### src/rtl/mips_cpu_muldiv_pkg.sv
// ============================================================================
// Module   : mips_cpu_muldiv_pkg
// Purpose  : Shared types and helpers for the iterative MIPS mul/div unit.
// Revision : 1.0 - initial release
// ============================================================================
`default_nettype none

package mips_cpu_muldiv_pkg;

    localparam int ABS_MAXW = 64;

    typedef enum logic [2:0] {
        OP_NOP   = 3'd0,
        OP_MULT  = 3'd1,
        OP_MULTU = 3'd2,
        OP_DIV   = 3'd3,
        OP_DIVU  = 3'd4,
        OP_MTHI  = 3'd5,
        OP_MTLO  = 3'd6
    } muldiv_op_t;

    typedef enum logic [1:0] {
        ST_IDLE = 2'd0,
        ST_RUN  = 2'd1,
        ST_FIX  = 2'd2
    } state_t;

    typedef enum logic {
        STEP_MUL = 1'b0,
        STEP_DIV = 1'b1
    } step_mode_t;

    // Two's-complement negate when neg is set; callers zero-extend and
    // keep only their own width, so the result is correct modulo 2^WIDTH.
    function automatic logic [ABS_MAXW-1:0] abs_val(input logic [ABS_MAXW-1:0] v,
                                                    input logic                neg);
        return neg ? (~v + 1'b1) : v;
    endfunction

endpackage

`default_nettype wire

### src/rtl/mips_cpu_muldiv_step.sv
// ============================================================================
// Module   : mips_cpu_muldiv_step
// Purpose  : One radix-2 step: shift-add multiply or restoring divide.
// Revision : 1.0 - initial release
// ============================================================================
`default_nettype none

module mips_cpu_muldiv_step
    import mips_cpu_muldiv_pkg::*;
#(
    parameter int WIDTH = 32
) (
    input  logic [2*WIDTH-1:0] i_acc,
    input  logic [WIDTH-1:0]   i_operand,
    input  step_mode_t         i_mode,
    output logic [2*WIDTH-1:0] o_acc
);

    logic [WIDTH:0] w_mul_sum;
    logic [WIDTH:0] w_div_shift;
    logic [WIDTH:0] w_div_diff;

    // Multiply: acc = {partial product, remaining multiplier bits}.
    assign w_mul_sum = {1'b0, i_acc[2*WIDTH-1:WIDTH]}
                     + (i_acc[0] ? {1'b0, i_operand} : {(WIDTH+1){1'b0}});

    // Divide: acc = {partial remainder, dividend bits becoming quotient}.
    assign w_div_shift = {i_acc[2*WIDTH-1:WIDTH], i_acc[WIDTH-1]};
    assign w_div_diff  = w_div_shift - {1'b0, i_operand};

    always_comb begin
        o_acc = i_acc;
        if (i_mode == STEP_MUL) begin
            o_acc = {w_mul_sum, i_acc[WIDTH-1:1]};
        end else if (!w_div_diff[WIDTH]) begin
            o_acc = {w_div_diff[WIDTH-1:0], i_acc[WIDTH-2:0], 1'b1};
        end else begin
            o_acc = {w_div_shift[WIDTH-1:0], i_acc[WIDTH-2:0], 1'b0};
        end
    end

endmodule

`default_nettype wire

### src/rtl/mips_cpu_muldiv.sv
// ============================================================================
// Module   : mips_cpu_muldiv
// Purpose  : Iterative MULT/MULTU/DIV/DIVU unit holding architectural HI/LO.
// Revision : 1.0 - initial release
// ============================================================================
`default_nettype none

module mips_cpu_muldiv
    import mips_cpu_muldiv_pkg::*;
#(
    parameter int WIDTH = 32
) (
    input  logic             clk,
    input  logic             reset,
    input  logic             op_valid,
    input  logic [2:0]       op,
    input  logic [WIDTH-1:0] a,
    input  logic [WIDTH-1:0] b,
    output logic             busy,
    output logic             done,
    output logic [WIDTH-1:0] hi,
    output logic [WIDTH-1:0] lo
);

    localparam int CNT_W = (WIDTH > 1) ? $clog2(WIDTH) : 1;

    state_t             r_state;
    logic [CNT_W-1:0]   r_cnt;
    logic [2*WIDTH-1:0] r_acc;
    logic [WIDTH-1:0]   r_operand;
    step_mode_t         r_mode;
    logic               r_neg_lo;
    logic               r_neg_hi;
    logic               r_div_zero;
    logic [WIDTH-1:0]   r_a_raw;
    logic [WIDTH-1:0]   r_hi;
    logic [WIDTH-1:0]   r_lo;
    logic               r_done;

    muldiv_op_t            w_op;
    logic                  w_signed;
    logic [ABS_MAXW-1:0]   w_abs_a_full;
    logic [ABS_MAXW-1:0]   w_abs_b_full;
    logic [WIDTH-1:0]      w_abs_a;
    logic [WIDTH-1:0]      w_abs_b;
    logic                  w_unused_abs;
    logic [2*WIDTH-1:0]    w_step_acc;
    logic [2*WIDTH-1:0]    w_prod;
    logic [WIDTH-1:0]      w_fix_hi;
    logic [WIDTH-1:0]      w_fix_lo;

    assign w_op     = muldiv_op_t'(op);
    assign w_signed = (w_op == OP_MULT) || (w_op == OP_DIV);

    assign w_abs_a_full = abs_val(ABS_MAXW'(a), w_signed & a[WIDTH-1]);
    assign w_abs_b_full = abs_val(ABS_MAXW'(b), w_signed & b[WIDTH-1]);
    assign w_abs_a      = w_abs_a_full[WIDTH-1:0];
    assign w_abs_b      = w_abs_b_full[WIDTH-1:0];
    assign w_unused_abs = ^{w_abs_a_full, w_abs_b_full};

    mips_cpu_muldiv_step #(
        .WIDTH     (WIDTH)
    ) u_step (
        .i_acc     (r_acc),
        .i_operand (r_operand),
        .i_mode    (r_mode),
        .o_acc     (w_step_acc)
    );

    // Sign correction; most-negative / -1 falls out naturally as 0x80..0.
    assign w_prod = r_neg_lo ? (~r_acc + 1'b1) : r_acc;

    always_comb begin
        w_fix_hi = w_prod[2*WIDTH-1:WIDTH];
        w_fix_lo = w_prod[WIDTH-1:0];
        if (r_mode == STEP_DIV) begin
            if (r_div_zero) begin
                w_fix_hi = r_a_raw;
                w_fix_lo = {WIDTH{1'b1}};
            end else begin
                w_fix_lo = r_neg_lo ? (~r_acc[WIDTH-1:0] + 1'b1) : r_acc[WIDTH-1:0];
                w_fix_hi = r_neg_hi ? (~r_acc[2*WIDTH-1:WIDTH] + 1'b1)
                                    : r_acc[2*WIDTH-1:WIDTH];
            end
        end
    end

    always_ff @(posedge clk) begin
        if (reset) begin
            r_state    <= ST_IDLE;
            r_cnt      <= '0;
            r_acc      <= '0;
            r_operand  <= '0;
            r_mode     <= STEP_MUL;
            r_neg_lo   <= 1'b0;
            r_neg_hi   <= 1'b0;
            r_div_zero <= 1'b0;
            r_a_raw    <= '0;
            r_hi       <= '0;
            r_lo       <= '0;
            r_done     <= 1'b0;
        end else begin
            r_done <= 1'b0;
            case (r_state)
                ST_IDLE: begin
                    if (op_valid) begin
                        case (w_op)
                            OP_MULT, OP_MULTU: begin
                                r_acc     <= {{WIDTH{1'b0}}, w_abs_b};
                                r_operand <= w_abs_a;
                                r_mode    <= STEP_MUL;
                                r_neg_lo  <= w_signed & (a[WIDTH-1] ^ b[WIDTH-1]);
                                r_neg_hi  <= 1'b0;
                                r_cnt     <= CNT_W'(WIDTH - 1);
                                r_state   <= ST_RUN;
                            end
                            OP_DIV, OP_DIVU: begin
                                r_acc      <= {{WIDTH{1'b0}}, w_abs_a};
                                r_operand  <= w_abs_b;
                                r_mode     <= STEP_DIV;
                                r_neg_lo   <= w_signed & (a[WIDTH-1] ^ b[WIDTH-1]);
                                r_neg_hi   <= w_signed & a[WIDTH-1];
                                r_div_zero <= (b == '0);
                                r_a_raw    <= a;
                                r_cnt      <= CNT_W'(WIDTH - 1);
                                r_state    <= ST_RUN;
                            end
                            OP_MTHI: r_hi <= a;
                            OP_MTLO: r_lo <= a;
                            default: ;
                        endcase
                    end
                end
                ST_RUN: begin
                    r_acc <= w_step_acc;
                    r_cnt <= r_cnt - 1'b1;
                    if (r_cnt == '0) begin
                        r_state <= ST_FIX;
                    end
                end
                ST_FIX: begin
                    r_hi    <= w_fix_hi;
                    r_lo    <= w_fix_lo;
                    r_done  <= 1'b1;
                    r_state <= ST_IDLE;
                end
                default: r_state <= ST_IDLE;
            endcase
        end
    end

    assign busy = (r_state == ST_RUN) || (r_state == ST_FIX);
    assign done = r_done;
    assign hi   = r_hi;
    assign lo   = r_lo;

endmodule

`default_nettype wire

### config.mk
export PLATFORM = sky130hd
export DESIGN_NAME = mips_cpu_muldiv
export DESIGN_NICKNAME = d
export VERILOG_FILES = /design/src/rtl/mips_cpu_muldiv_pkg.sv /design/src/rtl/mips_cpu_muldiv_step.sv /design/src/rtl/mips_cpu_muldiv.sv
export SDC_FILE = /design/constraint.sdc
export NUM_CORES = 1
export LEC_CHECK = 0
export CORE_MARGIN = 4
export CORE_UTILIZATION = 55
export CTS_CLUSTER_SIZE = 30
export DETAILED_ROUTE_END_ITERATION = 7
export HOLD_SLACK_MARGIN = 0.12
export PLACE_DENSITY = 0.79
export REMOVE_ABC_BUFFERS = 1
export SLEW_MARGIN = 40
export SYNTH_ARGS = -nofsm -noshare
export SYNTH_HDL_FRONTEND = slang
export SYNTH_HIERARCHICAL = 1
export SYNTH_SLANG_ARGS = --single-unit
### constraint.sdc
create_clock -name clk -period 3.3 [get_ports clk]
set_clock_uncertainty 0.15 [all_clocks]
set_input_delay 0.33 -clock clk [delete_from_list [all_inputs] [get_ports clk]]
set_output_delay 0.33 -clock clk [all_outputs]
set_load 0.05 [all_outputs]
==> impl_metrics.ini, run 1 <==
[status]
violations = setup timing
status = finished, violations left

[timing]
fin_ws_ns = -0.0562
max_freq_ghz = 0.298
maxSlewViolCount = 0
grt_setup_unrepaired = yes
tightest_slew_ns = 0.876
slew_headroom = 0.414
finalSetupViolCount = 4
hold_viol = 0
min_period_ns = 3.36
finalCritPeriodShare = 1.02
holdWs_ns = 0.128

[synthesis]
postSynthCellCount = 2419
synth-simple-area-share = 0.242
synth_top_family_by_area = compound AO/OA/AOI/OAI gates
synth_area_um2 = 17400
synth_compound_area_frac = 0.287
seq_area_frac_synth = 0.234
synth_cell_type_count = 95
ys_seq_elements = 204
synth_edf_count = 0
synth.mux.area_fraction = 0.0346
ys_warn_count = 6
avgSynthCellArea_um2 = 7.21
synth-xor-area-share = 0.0889
async_flop_share = 0
synthAdderAreaFrac = 0.0547
synth_ff_type = dfxtp_1

[grt]
antenna_found_initial = 1
grt_start_max_net_pins = 75
grt_overflow = 0
grt_pass1_vias = 19900
track_usage = 0.407
grt_pass1_wl_mm = 111

[setup_path]
r2r-start = r_operand[3]$_SDFFE_PP0P_
r2r_cells = 17
worstReg2RegEnd = r_acc[37]$_SDFFE_PP0P_
cp.required_ns = 3.60
cp_max_fo = 6
arrival_ns = 3.66
cp-end-kind = flop
worstSetupPathType = reg2reg
r2r_setup_slack_ns = -0.06
critPathLaunchType = flop

[route]
initialDrtViolationCount = 2629
dr.pass1.iters = 8
avgRoutedWirePerCell_um = 23.9
drc = 0
drtAntennaViolNets = 0
drt-total-wl_mm = 74.3
viasPerCell = 6.73
vias = 20900

[finish]
mostFrequentLayoutCells = nand2_1 (321), buf_4 (287), nor2_1 (232), a21oi_1 (205), dfxtp_1 (175)
layout.cells.most_common = nand2_1
fin_nets = 2841
area_growth_pct = 29.0
design_area_um2 = 22500
layout-drive-gt1-share = 0.197

[floorplan]
dieWidth_um = 186
ios = 136
coreArea_um2 = 30900
die_area_um2 = 34600
start_util = 0.564
die_h_um = 186
rows = 64

[placement]
dpl-instance-area_um2 = 20800
dpl.hpwl_mm = 54.8
gp_congestion = 1.05
port_buffers = 135

[clocking]
cts_htree_levels = 1
cts_root_buf = clkbuf_16
cts_tree = done
worstSkewPairLatency_ns = 0.55
hold_buffers = 0
clock_sinks = 204
cts_inserted_buffers = 25
cts.path.max_buffers = 3
path_clk_slew_ns = 0.06

[power]
power_leakage_nw = 8.83
p_total_mw = 10.2
vdd_drop_max_v = 0.000422
power_density_nw_per_um2 = 455

[flow_run]
maxCapViolations = 0

[hold_path]
holdPathStages = 2
hp-class = in2reg
worstHoldEndpoint = lo[8]$_SDFFE_PP0P_
worst_hold_startpoint = reset
-- critical path: stages, from the launching register on --
cell and delay (ns):
dfxtp_4 0.38, inv_2 0.05, ha_4 0.21, buf_4 0.15, o211ai_1 0.30, a21oi_4 0.06, o21ai_2 0.19, o21ai_2 0.08
buf_6 0.15, a31oi_4 0.17, a21oi_4 0.10, buf_6 0.14, xnor2_4 0.37, buf_12 0.19, nand2_1 0.06, a31oi_1 0.19
nand3_1 0.12, a21oi_1 0.20
-- cell families (layout without fill, tap and decap cells) --
family / count (synthesis) / in the layout
simple gates: 897 / 897
compound gates: 750 / 750
buf+inv: 263 / 556
fa+ha+maj: 75 / 75
mux: 56 / 56
other cells: 0 / 1
flops: 204 / 204
xor+xnor: 174 / 174
-- cell usage after synthesis, types with 39 or more instances --
library cell | count | share of area
o21ai_0 | 99 | 0.028
nand2_1 | 324 | 0.070
clkbuf_1 | 158 | 0.034
a21oi_1 | 220 | 0.063
xor2_1 | 70 | 0.035
ha_1 | 73 | 0.052
a211oi_1 | 41 | 0.018
inv_1 | 76 | 0.016
nor3_1 | 50 | 0.014
dfxtp_1 | 204 | 0.23
a31oi_1 | 50 | 0.018
xnor2_1 | 102 | 0.051
and2_1 | 39 | 0.014
nor2_1 | 235 | 0.051
nand3_1 | 53 | 0.015
-- where the power goes --
part / switching [mW] / internal [mW]
Clock: 1.18 / 1.86
Combinational: 2.60 / 1.69
Sequential: 0.222 / 2.69
Total: 4.00 / 6.23
-- timing repair --
item	in CTS	in global routing
resized for setup	31	116
gates cloned	2	1
pin swaps	5	43
endpoints found under the setup margin	37	49
buffers inserted	6	5
-- cell type report --
| class | count | area (um^2) |
|---|---|---|
| Fill cell | 2509 | 8400 |
| Tap cell | 396 | 495 |
| Clock buffer | 31 | 688 |
| Clock inverter | 12 | 194 |
| Multi-Input combinational cell | 1952 | 12900 |
| Sequential cell | 204 | 4140 |
| Inverter | 77 | 292 |
| Timing Repair Buffer | 436 | 3740 |
| Antenna cell | 1 | 2.50 |
-- through the flow --
step / setup TNS [ns] / util / std cells / worst slack [ns]
floorplan: -103.01 / - / 2233 / -1.34
global placement: -1.53 / 0.674 / 3053 / -0.258
detailed placement: -3.63 / 0.674 / 3053 / -0.205
CTS: -0.0529 / 0.710 / 3104 / -0.0162
global route: -1.29 / 0.728 / 3108 / -0.102
finish: -0.109 / 0.728 / 3109 / -0.0562
-- routing by layer --
layer  up-vias  global-route usage  part of all wire
met5         -                   0           0.00012
met3       297              0.0901              0.11
met4         2               0.186             0.056
met1      9884               0.530              0.39
li1       9356                   -                 -
met2      1397               0.643              0.44
-- sequential cells by signal, summed over array words and instances, names as in the netlist --
name and flops:
r_state 2, hi 32, r_operand 32, done 1
lo 32, r_mode 1, r_neg_hi 1, r_acc 64
r_div_zero 1, r_neg_lo 1, r_a_raw 32, r_cnt 5
-- how the worst max path moves through the flow --
stage / from / end / slack [ns] / depth (start not counted)
after floorplan: r_state[1]$_SDFFE_PP0P_ / r_acc[31]$_SDFFE_PP0P_ / -1.34 / 7
after detailed placement: r_operand[3]$_SDFFE_PP0P_ / r_acc[63]$_SDFFE_PP0P_ / -0.21 / 15
final: r_operand[3]$_SDFFE_PP0P_ / r_acc[37]$_SDFFE_PP0P_ / -0.06 / 17
after global routing: r_operand[4]$_SDFFE_PP0P_ / r_acc[37]$_SDFFE_PP0P_ / -0.10 / 16
after CTS: r_acc[31]$_SDFFE_PP0P_ / r_acc[56]$_SDFFE_PP0P_ / -0.02 / 17
after global placement: r_operand[3]$_SDFFE_PP0P_ / r_acc[63]$_SDFFE_PP0P_ / -0.26 / 15
Power figures use the tool's default switching activity.
==> inputs of run 2 (changes only) <==
--- a/config.mk
+++ b/config.mk
@@ -5,6 +5,7 @@
 export SDC_FILE = /design/constraint.sdc
 export NUM_CORES = 1
 export LEC_CHECK = 0
+export CAP_MARGIN = 40
 export CORE_MARGIN = 4
 export CORE_UTILIZATION = 55
 export CTS_CLUSTER_SIZE = 30
==> constraint.sdc (replaced) <==
create_clock -name clk -period 3.3 [get_ports clk]
set_clock_uncertainty 0.15 [all_clocks]
set_input_delay 0.33 -clock clk [delete_from_list [all_inputs] [get_ports clk]]
set_output_delay 0.33 -clock clk [all_outputs]
set_load 0.02 [all_outputs]
==> results of run 2 <==
The final DEF is identical to that of run 1. Status: finished, violations left: setup timing.
Among the figures that moved: total power 10.2 mW -> 10.1 mW; worst IR drop on VDD 0.000422 V -> 0.000412 V
